--- src/rtl/debug_run_controller.sv ---
// Run/step/pause sequencer between the UART debug link and the MIPS pipeline.
// Decodes host command bytes, freezes the pipeline on every stop and streams a
// fixed dump (PC, stage latches, register file, data memory) MSB first over the
// UART transmitter.
//
// Ports:
//   clk, rst              clock (rising edge), asynchronous active-low reset
//   rx_done, rx_data      received command byte strobe and value
//   in_halt               halt instruction has reached write-back (level)
//   inPC                  current PC
//   inLatch               latch word selected by outControlLatchMux
//   inFRData, inMemData   RF / data-memory word at outDebugAddress
//   tx_done               UART byte finished (pulse)
//   tx_start, tx_data     send request (pulse) and byte to transmit
//   stop_debug            1 = pipeline frozen
//   debug_on              1 = RF/memory read ports driven by outDebugAddress
//   outControlLatchMux    latch select
//   outDebugAddress       RF/memory debug word address
//   busy                  1 whenever the sequencer is not idle
module debug_run_controller #(
    parameter int unsigned NUM_LATCH = 40,
    parameter int unsigned NUM_REGS  = 32,
    parameter int unsigned NUM_MEM   = 32
) (
    input  logic        clk,
    input  logic        rst,
    input  logic        rx_done,
    input  logic [7:0]  rx_data,
    input  logic        in_halt,
    input  logic [31:0] inPC,
    input  logic [31:0] inLatch,
    input  logic [31:0] inFRData,
    input  logic [31:0] inMemData,
    input  logic        tx_done,
    output logic        tx_start,
    output logic [7:0]  tx_data,
    output logic        stop_debug,
    output logic        debug_on,
    output logic [6:0]  outControlLatchMux,
    output logic [31:0] outDebugAddress,
    output logic        busy
);

    localparam int unsigned NUM_WORDS = 1 + NUM_LATCH + NUM_REGS + NUM_MEM;
    localparam int unsigned WORD_W    = $clog2(NUM_WORDS);
    localparam int unsigned REG_BASE  = 1 + NUM_LATCH;
    localparam int unsigned MEM_BASE  = REG_BASE + NUM_REGS;
    localparam int unsigned LAST_WORD = NUM_WORDS - 1;

    localparam logic [7:0] CMD_RUN   = 8'h63;  // 'c'
    localparam logic [7:0] CMD_STEP  = 8'h73;  // 's'
    localparam logic [7:0] CMD_DUMP  = 8'h64;  // 'd'
    localparam logic [7:0] CMD_PAUSE = 8'h70;  // 'p'

    typedef enum logic [2:0] {
        IDLE    = 3'd0,
        RUN     = 3'd1,
        STEP    = 3'd2,
        SELECT  = 3'd3,
        SETTLE  = 3'd4,
        SEND    = 3'd5,
        WAIT_TX = 3'd6
    } state_e;

    state_e              state_q, state_d;
    logic                halted_q, halted_d;
    logic [WORD_W-1:0]   word_q, word_d;
    logic [1:0]          byte_q, byte_d;
    logic [31:0]         shreg_q, shreg_d;
    logic                stop_debug_q, stop_debug_d;
    logic                tx_start_q, tx_start_d;
    logic [7:0]          tx_data_q, tx_data_d;
    logic                debug_on_q, debug_on_d;
    logic [6:0]          mux_q, mux_d;
    logic [31:0]         addr_q, addr_d;
    logic                busy_q, busy_d;

    // Which section of the dump the current word belongs to.
    logic is_pc, is_latch, is_reg, is_mem;
    assign is_pc    = (word_q == '0);
    assign is_latch = !is_pc && (word_q < WORD_W'(REG_BASE));
    assign is_reg   = (word_q >= WORD_W'(REG_BASE)) && (word_q < WORD_W'(MEM_BASE));
    assign is_mem   = (word_q >= WORD_W'(MEM_BASE));

    // State register and all registered outputs.
    always_ff @(posedge clk or negedge rst) begin
        if (!rst) begin
            state_q      <= IDLE;
            halted_q     <= 1'b0;
            word_q       <= '0;
            byte_q       <= '0;
            shreg_q      <= '0;
            stop_debug_q <= 1'b1;
            tx_start_q   <= 1'b0;
            tx_data_q    <= 8'h00;
            debug_on_q   <= 1'b0;
            mux_q        <= '0;
            addr_q       <= '0;
            busy_q       <= 1'b0;
        end else begin
            state_q      <= state_d;
            halted_q     <= halted_d;
            word_q       <= word_d;
            byte_q       <= byte_d;
            shreg_q      <= shreg_d;
            stop_debug_q <= stop_debug_d;
            tx_start_q   <= tx_start_d;
            tx_data_q    <= tx_data_d;
            debug_on_q   <= debug_on_d;
            mux_q        <= mux_d;
            addr_q       <= addr_d;
            busy_q       <= busy_d;
        end
    end

    // Next-state and next-output logic.
    always_comb begin
        state_d      = state_q;
        halted_d     = halted_q;
        word_d       = word_q;
        byte_d       = byte_q;
        shreg_d      = shreg_q;
        stop_debug_d = stop_debug_q;
        tx_start_d   = 1'b0;
        tx_data_d    = tx_data_q;
        debug_on_d   = debug_on_q;
        mux_d        = mux_q;
        addr_d       = addr_q;

        unique case (state_q)
            IDLE: begin
                stop_debug_d = 1'b1;
                if (rx_done) begin
                    case (rx_data)
                        CMD_RUN: if (!halted_q) begin
                            state_d      = RUN;
                            stop_debug_d = 1'b0;
                        end
                        CMD_STEP: if (!halted_q) begin
                            state_d      = STEP;
                            stop_debug_d = 1'b0;
                        end
                        CMD_DUMP: begin
                            state_d = SELECT;
                            word_d  = '0;
                            byte_d  = '0;
                        end
                        default: ;
                    endcase
                end
            end

            // A simultaneous halt and pause both funnel into the one exit path.
            RUN: begin
                if (in_halt) halted_d = 1'b1;
                if (in_halt || (rx_done && rx_data == CMD_PAUSE)) begin
                    state_d      = SELECT;
                    stop_debug_d = 1'b1;
                    word_d       = '0;
                    byte_d       = '0;
                end else begin
                    stop_debug_d = 1'b0;
                end
            end

            // Pipeline was released for exactly this one cycle.
            STEP: begin
                if (in_halt) halted_d = 1'b1;
                stop_debug_d = 1'b1;
                state_d      = SELECT;
                word_d       = '0;
                byte_d       = '0;
            end

            SELECT: begin
                mux_d      = is_latch ? 7'(word_q - WORD_W'(1)) : 7'd0;
                debug_on_d = is_reg || is_mem;
                if (is_reg)      addr_d = 32'(word_q - WORD_W'(REG_BASE));
                else if (is_mem) addr_d = 32'(word_q - WORD_W'(MEM_BASE));
                else             addr_d = '0;
                state_d = SETTLE;
            end

            // Select/address outputs have been stable for a full cycle here.
            SETTLE: begin
                if (is_pc)         shreg_d = inPC;
                else if (is_latch) shreg_d = inLatch;
                else if (is_reg)   shreg_d = inFRData;
                else               shreg_d = inMemData;
                byte_d  = '0;
                state_d = SEND;
            end

            SEND: begin
                tx_start_d = 1'b1;
                tx_data_d  = shreg_q[31:24];
                state_d    = WAIT_TX;
            end

            WAIT_TX: begin
                if (tx_done) begin
                    if (byte_q == 2'd3) begin
                        byte_d = '0;
                        if (word_q == WORD_W'(LAST_WORD)) begin
                            word_d     = '0;
                            debug_on_d = 1'b0;
                            mux_d      = '0;
                            addr_d     = '0;
                            state_d    = IDLE;
                        end else begin
                            word_d  = word_q + WORD_W'(1);
                            state_d = SELECT;
                        end
                    end else begin
                        byte_d  = byte_q + 2'd1;
                        shreg_d = {shreg_q[23:0], 8'h00};
                        state_d = SEND;
                    end
                end
            end

            default: state_d = IDLE;
        endcase

        busy_d = (state_d != IDLE);
    end

    assign tx_start           = tx_start_q;
    assign tx_data            = tx_data_q;
    assign stop_debug         = stop_debug_q;
    assign debug_on           = debug_on_q;
    assign outControlLatchMux = mux_q;
    assign outDebugAddress    = addr_q;
    assign busy               = busy_q;

endmodule

--- config.mk ---
export PLATFORM = sky130hd
export DESIGN_NAME = debug_run_controller
export DESIGN_NICKNAME = d
export VERILOG_FILES = /design/src/rtl/debug_run_controller.sv
export SDC_FILE = /design/constraint.sdc
export NUM_CORES = 1
export LEC_CHECK = 0
export CORE_AREA = 10 10 120 122
export CTS_BUF_LIST = sky130_fd_sc_hd__clkbuf_4 sky130_fd_sc_hd__clkbuf_8 sky130_fd_sc_hd__clkbuf_16
export DETAILED_ROUTE_END_ITERATION = 7
export DIE_AREA = 0 0 130 132
export PLACE_DENSITY = 0.76
export RECOVER_POWER = 50
export SYNTH_ARGS = -nofsm -noshare
export SYNTH_HDL_FRONTEND = slang
export SYNTH_SLANG_ARGS = --single-unit
export TNS_END_PERCENT = 20
--- constraint.sdc ---
create_clock -name clk -period 2.3 [get_ports clk]
set_input_delay 0.23 -clock clk [delete_from_list [all_inputs] [get_ports clk]]
set_output_delay 0.23 -clock clk [all_outputs]
set_load 0.02 [all_outputs]
* Yosys cells after proc, flatten, opt, wreduce, memory -nomap -nowiden
Cells that the tools add are included.
** Storage, ports and cells
- Word-level logic and storage cells :: 111
- Bits of input ports :: 141
- Output and inout bits :: 51
- Flip-flop bits (word level) :: 96
** Operators by class
- Add/sub/neg operators :: 5
- Reduce and logical (&&, ||, !) cells :: 22
- Multiplexer cells :: 49
- Order comparisons :: 4
- Equality and inequality tests :: 19
** Operators with widths (count)
- two-way mux 32 bit :: 10
- case mux 32 bit (2 select lines) :: 2
- two-way mux 7 bit :: 10
- equality test 8 x 7 -> 1 bit (second input constant) :: 4
- case mux 7 bit (4 select lines) :: 1
- case mux 3 bit (7 select lines) :: 1
- two-way mux 3 bit :: 6
- case mux 7 bit (2 select lines) :: 1
- two-way mux 2 bit :: 6
- inequality test 2 bit (second input constant) :: 6
- equality test 3 bit (second input constant) :: 3
- case mux 3 bit (3 select lines) :: 1
- two-way mux 1 bit :: 8
- case mux 2 bit (4 select lines) :: 1
- nonzero test 4 bit :: 2
- subtractor 7 x 6 -> 8 bit (second input constant) :: 1
- subtractor 7 x 7 -> 8 bit (second input constant) :: 1
- adder 7 x 1 -> 7 bit (second input constant) :: 1
- equality test 7 bit (second input constant) :: 1
- greater-or-equal comparator 7 x 6 -> 1 bit (second input constant) :: 1
- greater-or-equal comparator 7 bit (second input constant) :: 1
- zero test 7 bit :: 1
- less-than comparator 7 x 6 -> 1 bit (second input constant) :: 1
- less-than comparator 7 bit (second input constant) :: 1
- 20 further kinds :: 28

* Longest topological paths before layout
Gate-level depths: netlist of the first run.
- Depth in word-level cells :: 6
- Gate-level depth with buffers :: 9
- Gate-level depth less buffers :: 7

* Worst setup path after synthesis of the first run
No wires, ideal clock.
- Path type :: register -> register
- Start point :: reg word_q[0]
- End point :: reg shreg_q[30]
- Stages on the path, launching flop included :: 9
- Data required time :: 2.174 ns
- Path slack :: 0.143 ns
- Period minus slack after synthesis :: 2.157 ns
- Arrival time :: 2.031 ns
- Setup time :: 0.126 ns
- Buffers on the path :: 1
- Cells stage by stage :: dfrtp_1 inv_1 ha_1 nor2b_1 a211oi_1 a21oi_1 buf_2 mux2i_1 a221o_1
** On the way
- Cells in the longest elaborated chain, start to end :: 6
- Elaborated cells between the ends (all ways) :: 11
- Classes of those cells :: order compare (3); mux (4); reduce/logical (4)
** Ends and longest elaborated chain
- start, declared :: line 67 : logic [WORD_W-1:0] word_q, word_d;
- start signal, assigned :: line 103 : word_q <= word_d;
- greater-or-equal comparator 7 x 6 -> 1 bit (tied with other cells) :: line 82 : assign is_reg = (word_q >= WORD_W'(REG_BASE)) && (word_q < WORD_W'(MEM_BASE));
- logical AND 1 bit or zero test 1 bit (tied branches) :: line 82, 81
- two-way mux 32 bit or logical AND 1 bit (tied branches) :: line 188, 81
- two-way mux 32 bit :: line 187 : else if (is_latch) shreg_d = inLatch;
- two-way mux 32 bit (*) :: line 186 : if (is_pc) shreg_d = inPC;
- case mux 32 bit (2 select lines) (*) :: line 130 : unique case (state_q)
- end signal, assigned :: line 105 : shreg_q <= shreg_d;
- end, declared :: line 69 : logic [31:0] shreg_q, shreg_d;
Every way passes the cells marked *; elsewhere a longest branch is shown, timed or not.
A chain may end at the register's enable or synchronous reset.

* Worst setup path in the final report of the first run
- Start point :: reg word_q[1]
- End point :: reg shreg_q[9]
Same word-level chain as after synthesis.

==> impl_metrics.tcl, run 1 <==
set metrics [dict create \
    ys_seq_elements 72 \
    fp.dieW_um 130 \
    arrival_ns 2.38 \
    syn_avg_cell_area_um2 8.55 \
    clk_pin_slew_ns 0.06 \
    hold_ws_ns 0.410 \
    ios 192 \
    hold_viol 0 \
    ir_drop_mv 0.457 \
    fin_cells 861 \
    slew_viol_final 73 \
    clockPowerShare 0.207 \
    drive_gt1_frac 0.0856 \
    ys.flop_type "dfrtp_1" \
    ys_top_cells_by_area "dfrtp_1 (39%), nand2_1 (8.3%), mux2i_1 (7.2%), o21ai_1 (5.6%), o221ai_1 (4.4%)" \
    worstSetupPathType "flop to flop" \
    p_leak_nw 2.96 \
    relSlewSlack -0.228 \
    yosys_warnings 0 \
    yosys-top-cells-count "nand2_1 (102), dfrtp_1 (71), o21ai_1 (52), mux2i_1 (33), o21ai_0 (30)" \
    initial_core_util 0.387 \
    grt_max_degree 73 \
    worstMarginPinSlew_ns 1.84 \
    preCtsSetupSlack_ns -0.162 \
    place.gp.congestion 0.872 \
    io_buffers 191 \
    cp_cell_sequence "inv_1, ha_1, nand2b_2, a211o_1, a21oi_4, o22ai_1, o21ai_1" \
    coreArea_um2 11900 \
    setup-tns-final_ns 0 \
    synth_edf_count 0 \
    power.share.sequential 0.317 \
    track_usage 0.188 \
    min_period_ns 2.12 \
    cp_num_buf_inv 1 \
    slowest_delay_ns 0.54 \
    yosysUniqueCellTypes 55 \
    design.die.area_um2 17200 \
    status "finished with violations" \
    dp.final_hpwl_um 12700 \
    rsz0062_at_grt "true" \
    finalSetupViolCount 0 \
    crit_fanout 23 \
    tritoncts_num_sinks 72 \
    wl_um 16600 \
    hold_path.class "input pin to asynchronous set/reset pin" \
    first_global_vias 5089 \
    maxCapViolCount 1 \
    rows 40 \
    wl_per_cell_um 19.3 \
    synth_nets 684 \
    grt_pass1_wl_um 25900 \
    clkLatencyLatePin_ns 0.33 \
    cts_buffer_depth 2 \
    layout_setup_ws_ns 0.180 \
    drc 0 \
    synthCells 539 \
    violations "capacitance limit, slew limit" \
    dp_cells 844 \
    ys_seq_area_frac 0.391 \
    worstSetupEndpointType "flop" \
    postSynth.asyncResetShare 1.00 \
    crit_slowest_cell "a21oi_4" \
    vias 4851 \
    yosysMostFrequentCell "nand2_1" \
    ant_nets 0 \
    p_int_mw 4.09 \
    comb_power_share 0.476 \
    numCtsBuffers 9 \
    switching_share 0.407 \
    fmax_mhz 472 \
    yosysTopAreaCell "dfrtp_1" \
    avgViaCountPerCell 5.63 \
    finalClockSkew_ns 0.00888 \
    cts_tree "built" \
    syn-cell-area_um2 4610 \
    yosys.area.top_type_share 0.385 \
    die_y_um 132 \
    cellPowerDensity_nw_per_um2 997 \
    drtPass1Iterations 5 \
    area_growth_pct 50.3 \
    antenna_found_initial 0 \
    htreeDepth 3 \
    post_cts_buffers 0 \
    gr-total-overflow 0 \
    cp.required_ns 2.56 \
    nNetsFinal 853 \
    start_kind "flop" \
    dr.first_iter.drc_count 539 \
    root_buffer "clkbuf_16" \
    finalCritPeriodShare 0.922 \
    critical-path-top-delay-family "compound AO/OA/AOI/OAI gates" \
    power.switching_mw 2.81 \
]
-- metrics by stage --
| step | power (mW) | instance area (um^2) | utilization |
|---|---|---|---|
| final | 6.90 | 6930 | 0.582 |
| after global routing | 7.39 | 6920 | 0.581 |
| after CTS | 6.98 | 6930 | 0.582 |
| after detailed placement | 5.53 | 6600 | 0.554 |
| after global placement | 5.43 | 6600 | 0.554 |
| after floorplan | 4.23 | 4610 | - |
-- cell families (layout without fill, tap and decap cells) --
logic type                 count (synthesis)  count (layout)  synth area share
AOI/OAI and AO/OA                        185             185             0.268
xor gates and xnor gates                   6               6            0.0114
adders and majority gates                  4               4            0.0109
buffers and inverters                     71             245            0.0812
DFF                                       72              72             0.391
muxes                                     33              33            0.0717
other                                      0               1                 0
and+or+nand+nor                          168             168             0.166
-- path summary, 6_finish.rpt --
kind	cells past startpoint	end	slack (ns)	start
max	7	shreg_q[9]$_DFFE_PN0P_	0.18	word_q[1]$_DFFE_PN0P_
min	1	shreg_q[3]$_DFFE_PN0P_	0.41	rst
max reg2reg	7	shreg_q[9]$_DFFE_PN0P_	0.18	word_q[1]$_DFFE_PN0P_
min reg2reg	2	tx_data[3]$_DFFE_PN0P_	0.48	shreg_q[27]$_DFFE_PN0P_
max in group asynchronous	1	shreg_q[25]$_DFFE_PN0P_	0.80	rst
min in group clk	2	tx_data[3]$_DFFE_PN0P_	0.48	shreg_q[27]$_DFFE_PN0P_
-- cells in the final DEF, fill, tap and decap left out, types with 9 or more instances in the layout --
| cell type | n |
|---|---|
| buf_4 | 28 |
| clkbuf_16 | 9 |
| clkdlybuf4s50_1 | 169 |
| dfrtp_1 | 71 |
| dlygate4sd3_1 | 21 |
| mux2i_1 | 33 |
| nand2_1 | 102 |
| nand3_1 | 11 |
| nor2_1 | 18 |
| o21ai_0 | 30 |
| o21ai_1 | 50 |
| o221ai_1 | 23 |
| o22ai_1 | 25 |
-- layout make-up --
cell class              instances  area (um^2)
fillers                      1034         4980
inverters                       9         33.8
clock inverters                 5         55.1
repair buffers                220         2120
multi-input cells             396         2470
well taps                     147          184
flip-flops and latches         72         1800
clock buffers                  11          253
diodes                          1         2.50
-- per-layer routing --
layer | share of wire | vias to the layer above | wire (um) | global-route usage
li1 | - | 2307 | - | -
met1 | 0.38 | 2260 | 6330 | 0.211
met2 | 0.50 | 253 | 8240 | 0.317
met3 | 0.094 | 31 | 1560 | 0.0575
met4 | 0.030 | 0 | 498 | 0.0856
met5 | 0 | - | 0 | 0
-- sequential cells by signal, summed over array words and instances (netlist names) --
name                flops
busy                    1
byte_q                  2
debug_on                1
halted_q                1
outControlLatchMux      7
outDebugAddress         8
shreg_q                32
state_q                 3
stop_debug              1
tx_data                 8
tx_start                1
word_q                  7
-- power groups by stage --
| stage | Clock [mW] | Combinational (mW) | Sequential [mW] |
|---|---|---|---|
| 4_1_cts | 1.45 | 3.34 | 2.18 |
| 6_report | 1.43 | 3.29 | 2.19 |
| 5_1_grt | 1.51 | 3.64 | 2.25 |
| 3_5_place_dp | 0 | 3.32 | 2.20 |
| 2_1_floorplan | 0 | 2.00 | 2.23 |
| 3_3_place_gp | 0 | 3.25 | 2.18 |
-- what timing repair did --
item,4_1_cts,5_1_grt
resized for setup,4,5
pin swaps,0,2
endpoints found under the setup margin,31,47
hold buffers,0,0
(Power assumes the default switching activity.)
==> inputs of run 2 (changes only) <==
Settings changed: CORE_AREA 10 10 120 122 to 2 2 112 114, DIE_AREA 0 0 130 132 to 0 0 114 116.
==> run 2 against run 1 <==
  * The flow still finishes with violations (capacitance limit, slew limit)
  * Global-route usage rose by 3.5 points
  * Routed wire length down 10%
  * Largest power group unchanged
  * Register-to-register slack worse by 0.03 ns
  * Worst setup slack lost 0.029 ns
  * Utilization is 0.33 points higher
  * Critical path depth unchanged
  * Clock skew decreased by 0.0035 ns
  * Combinational power about the same
  * First-iteration DRC count fell by 31%
  * Via count grew 0.70%
  * Flip-flop and latch count is the same
==> impl_metrics.tcl, run 2 (synthesized netlist as in run 1, its figures left out) <==
set metrics [dict create \
    fin_cells 860 \
    worstSetupPathType "flop to flop" \
    cp.required_ns 2.56 \
    ant_nets 0 \
    hold_path.class "input pin to asynchronous set/reset pin" \
    rows 40 \
    slowest_delay_ns 0.57 \
    cp_num_buf_inv 1 \
    grt_pass1_wl_um 23300 \
    ff2ff_path_depth 7 \
    crit_start "word_q[1]$_DFFE_PN0P_" \
    drc 0 \
    r2r-end "shreg_q[9]$_DFFE_PN0P_" \
    rrSetupSlack_ns 0.15 \
    dp_cells 844 \
    area_growth_pct 51.1 \
    p_leak_nw 2.99 \
    drtPass1Iterations 5 \
    crit_slowest_cell "a21oi_4" \
    hold_ws_ns 0.398 \
    critical-path-top-delay-family "compound AO/OA/AOI/OAI gates" \
    diodes 0 \
    gr-total-overflow 0 \
    wl_um 14900 \
    cts_hold_buf 0 \
    maxCapViolCount 1 \
    largest_reg_flops 32 \
    die_y_um 116 \
    place_area_um2 6600 \
    place.gp.congestion 0.864 \
    preCtsSetupSlack_ns -0.180 \
    final_common_cell "clkdlybuf4s50_1" \
    n_fill_cell 1053 \
    clk_pin_slew_ns 0.06 \
    violations "capacitance limit, slew limit" \
    antenna_found_initial 0 \
    worstSetupEndpointType "flop" \
    cts_buffer_depth 2 \
    finalClockSkew_ns 0.00539 \
    io_buffers 191 \
    top_register "shreg_q" \
    coreArea_um2 11900 \
    dp.final_hpwl_um 11100 \
    first_global_vias 4804 \
    final_cell_mix "clkdlybuf4s50_1 (168), nand2_1 (102), dfrtp_1 (71)" \
    fmax_mhz 465 \
    cp_cell_sequence "inv_1, ha_1, nand2b_2, a211o_1, a21oi_4, o22ai_1, o21ai_1" \
    design.die.area_um2 13200 \
    r2r_start "word_q[1]$_DFFE_PN0P_" \
    min_period_ns 2.15 \
    layout_setup_ws_ns 0.151 \
    ios 192 \
    cts_tree "built" \
    drive_gt1_frac 0.0856 \
    numCtsBuffers 9 \
    avgViaCountPerCell 5.68 \
    relSlewSlack -0.208 \
    status "finished with violations" \
    hold_viol 0 \
    finalCritPeriodShare 0.934 \
    nNetsFinal 853 \
    rsz0062_at_grt "false" \
    finalSetupViolCount 0 \
    dr.first_iter.drc_count 371 \
    root_buffer "clkbuf_16" \
    ir_drop_mv 0.540 \
    worstMarginPinSlew_ns 1.81 \
    slew_viol_final 73 \
    tritoncts_num_sinks 72 \
    htreeDepth 3 \
    initial_core_util 0.387 \
    clkLatencyLatePin_ns 0.34 \
    post_cts_buffers 0 \
    vias 4885 \
    fp.dieW_um 114 \
    cp.depth 7 \
    cellPowerDensity_nw_per_um2 1020 \
    start_kind "flop" \
    wl_per_cell_um 17.3 \
    final_area_um2 6970 \
    track_usage 0.224 \
    crit_fanout 23 \
    setup-tns-final_ns 0 \
    arrival_ns 2.41 \
    grt_max_degree 73 \
]
-- run 2: worst max path at each step --
stage                         endpoint  slack (ns)
2_1_floorplan  shreg_q[30]$_DFFE_PN0P_        0.14
3_3_place_gp   shreg_q[28]$_DFFE_PN0P_       -0.07
3_5_place_dp   shreg_q[18]$_DFFE_PN0P_       -0.18
4_1_cts         shreg_q[7]$_DFFE_PN0P_       -0.03
5_1_grt        shreg_q[15]$_DFFE_PN0P_        0.02
6_report        shreg_q[9]$_DFFE_PN0P_        0.15
-- run 2: cell type report --
type	count	area, um^2	area share
Clock buffer	14	282	0.0404
Clock inverter	2	60.1	0.00862
Inverter	9	33.8	0.00485
Multi-Input combinational cell	396	2490	0.357
Sequential cell	72	1800	0.259
Tap cell	147	184	0.0264
Timing Repair Buffer	220	2120	0.304
-- run 2: power by group --
group,internal (mW),leakage (nW),switching [mW]
Combinational,1.44,1.91,1.86
Sequential,1.77,0.908,0.419
Clock,1.06,0.170,0.520
Total,4.28,2.99,2.80
-- run 2: timing repair --
| item | in CTS | in global routing |
|---|---|---|
| setup endpoints to repair | 26 | 48 |
| hold endpoints to repair | 0 | 0 |
| gates resized for setup | 3 | 6 |
| gates cloned | 0 | 0 |
-- run 2: metrics by stage --
step                      total power, mW  utilization
final                                7.07        0.585
after CTS                            7.14        0.584
after detailed placement             5.53        0.554
after global routing                 7.54        0.585
after floorplan                      4.23            -
after global placement               5.42        0.554
-- run 2: layer usage --
layer | wire [um] | track usage | up-vias
met4 | 597 | 0.111 | 0
met1 | 5990 | 0.269 | 2285
li1 | - | - | 2311
met5 | 0 | 0 | -
met3 | 907 | 0.0403 | 45
met2 | 7430 | 0.387 | 244
-- run 2: worst register-to-register path, stage by stage (launching register included) --
cell and delay, ns:
dfrtp_1 0.37, inv_1 0.08, ha_1 0.20, nand2b_2 0.13
a211o_1 0.35, a21oi_4 0.57, o22ai_1 0.22, o21ai_1 0.16
==> inputs of run 3 (changes only) <==
Settings changed: CORE_AREA 2 2 112 114 to 2 2 106 108, DIE_AREA 0 0 114 116 to 0 0 108 110, PLACE_DENSITY 0.76 to 0.81.
Clock period 2.3 ns to 2.4 ns, I/O delays scaled along.
==> run 3 against run 2 <==
  * The run still ends with capacitance limit, slew limit left
  * Via count shrank 2.9%
  * Register-to-register slack lost 0.05 ns
  * Cell count shrank 2.0%
  * Worst hold slack lost 0.058 ns
  * Utilization grew 4.4 points
  * Routed wire length shrank 2.4%
  * Count of clock-buffer cells in the layout shrank 4
  * Clock skew grew 0.0031 ns
  * First-iteration DRC count shrank 17%
  * Critical endpoint unchanged
  * Highest routed layer unchanged
==> impl_metrics.tcl, run 3 (synthesized netlist as in run 1, its figures left out) <==
set metrics [dict create \
    status "finished with violations" \
    violations "capacitance limit, slew limit" \
    largest_reg_flops 32 \
    arrival_ns 2.58 \
    comb_power_share 0.493 \
    drtPass1Iterations 5 \
    vias 4741 \
    dp.final_hpwl_um 11100 \
    final_area_um2 6720 \
    layout_setup_ws_ns 0.104 \
    seq_area_um2 1800 \
    rsz0062_at_grt "true" \
    nNetsFinal 843 \
    track_usage 0.244 \
    top_register "shreg_q" \
    antenna_found_initial 0 \
    dr.first_iter.drc_count 307 \
    diodes 0 \
    final_common_cell "clkdlybuf4s50_1" \
    avgViaCountPerCell 5.62 \
    hold_ws_ns 0.341 \
    tritoncts_num_sinks 72 \
    postLayoutCoreUtil 0.628 \
    hold_viol 0 \
    n_fill_cell 910 \
    place_area_um2 6510 \
    worstMarginPinSlew_ns 1.78 \
    ios 192 \
    place.gp.congestion 0.877 \
    hold_path.class "input pin to asynchronous set/reset pin" \
    grt_pass1_wl_um 22400 \
    first_global_vias 4722 \
    setup-tns-final_ns 0 \
    grt_max_degree 73 \
    crit_fanout 23 \
    wl_um 14600 \
    min_period_ns 2.30 \
    cts_hold_buf 0 \
    rows 38 \
    clkLatencyLatePin_ns 0.36 \
    ant_nets 0 \
    maxCapViolCount 1 \
    drc 0 \
    clockPowerShare 0.158 \
    die_y_um 110 \
    drive_gt1_frac 0.0740 \
    area_growth_pct 45.8 \
    cts_tree "built" \
    gr-total-overflow 0 \
    finalPower_mw 6.17 \
    power.switching_mw 2.63 \
    p_int_mw 3.54 \
    wl_per_cell_um 17.3 \
    initial_core_util 0.431 \
    final_cell_mix "clkdlybuf4s50_1 (167), nand2_1 (102), dfrtp_1 (71)" \
    worstSetupEndpointType "flop" \
    fp.dieW_um 108 \
    coreArea_um2 10700 \
    cts_buffer_depth 2 \
    finalClockSkew_ns 0.00850 \
    cellPowerDensity_nw_per_um2 918 \
    preCtsSetupSlack_ns -0.125 \
    ir_drop_mv 0.381 \
    htreeDepth 3 \
    slew_viol_final 73 \
    fmax_mhz 435 \
    switching_share 0.426 \
    io_buffers 191 \
    design.die.area_um2 11900 \
    root_buffer "clkbuf_8" \
    multi_input_area_um2 2460 \
    finalCritPeriodShare 0.957 \
    fin_cells 843 \
    clk_pin_slew_ns 0.08 \
    power.share.sequential 0.349 \
    rrSetupSlack_ns 0.10 \
    cp.required_ns 2.68 \
    relSlewSlack -0.185 \
    numCtsBuffers 9 \
    dp_cells 827 \
    p_leak_nw 2.87 \
    worstSetupPathType "flop to flop" \
    finalSetupViolCount 0 \
    start_kind "flop" \
]
run 3: cell types whose count changed in the layout (fill, tap and decap cells not counted), sizes merged:
cell and delta:
clkbuf -6, clkinvlp +1, inv +1, clkdlybuf4s50 -1, bufinv -1, dlygate4sd3 +1, clkinv +3, buf -8
run 3: routing by layer:
layer,track usage,routed length [um],vias to the layer above,share of wire
met5,0,0,-,0
met2,0.425,7190,235,0.49
li1,-,-,2280,-
met1,0.291,5760,2199,0.40
met3,0.0417,1110,27,0.076
met4,0.129,496,0,0.034
run 3: path summary, 6_finish.rpt:
path	startpoint	end	cells past startpoint
worst min register to register	tx_data[6]$_DFFE_PN0P_	tx_data[6]$_DFFE_PN0P_	2
worst max register to register	word_q[1]$_DFFE_PN0P_	shreg_q[9]$_DFFE_PN0P_	8
worst min-delay path	rst	halted_q$_DFFE_PN0P_	1
min in group clk	tx_data[6]$_DFFE_PN0P_	tx_data[6]$_DFFE_PN0P_	2
max in group asynchronous	rst	state_q[1]$_DFF_PN0_	1
worst max-delay path	word_q[1]$_DFFE_PN0P_	shreg_q[9]$_DFFE_PN0P_	8
run 3: layout make-up:
class / count / area share
flip-flops and latches: 72 / 0.268
inverters: 9 / 0.00503
repair buffers: 210 / 0.305
clock inverters: 6 / 0.0102
multi-input cells: 396 / 0.366
clock buffers: 10 / 0.0195
well taps: 140 / 0.0261
run 3: critical path, stage by stage (launching register included):
cell and delay, ns:
dfrtp_1 0.43, inv_1 0.10, ha_1 0.23, nand2b_1 0.22, a2111oi_2 0.12, buf_4 0.17
a21oi_4 0.49, o221ai_1 0.26, o21ai_1 0.18
run 3: timing repair:
action | 4_1_cts | 5_1_grt
setup buffers | 0 | 0
setup endpoints to repair | 23 | 47
hold endpoints to repair | 0 | 0
gates resized for setup | 1 | 5
run 3: power by group through the flow:
stage          Sequential [mW]  Combinational (mW)  Clock (mW)
5_1_grt                   2.22                3.34        1.03
2_1_floorplan             2.13                1.92           0
3_3_place_gp              2.15                2.97           0
6_report                  2.15                3.04       0.978
4_1_cts                   2.15                3.09       0.992
3_5_place_dp              2.17                3.08           0
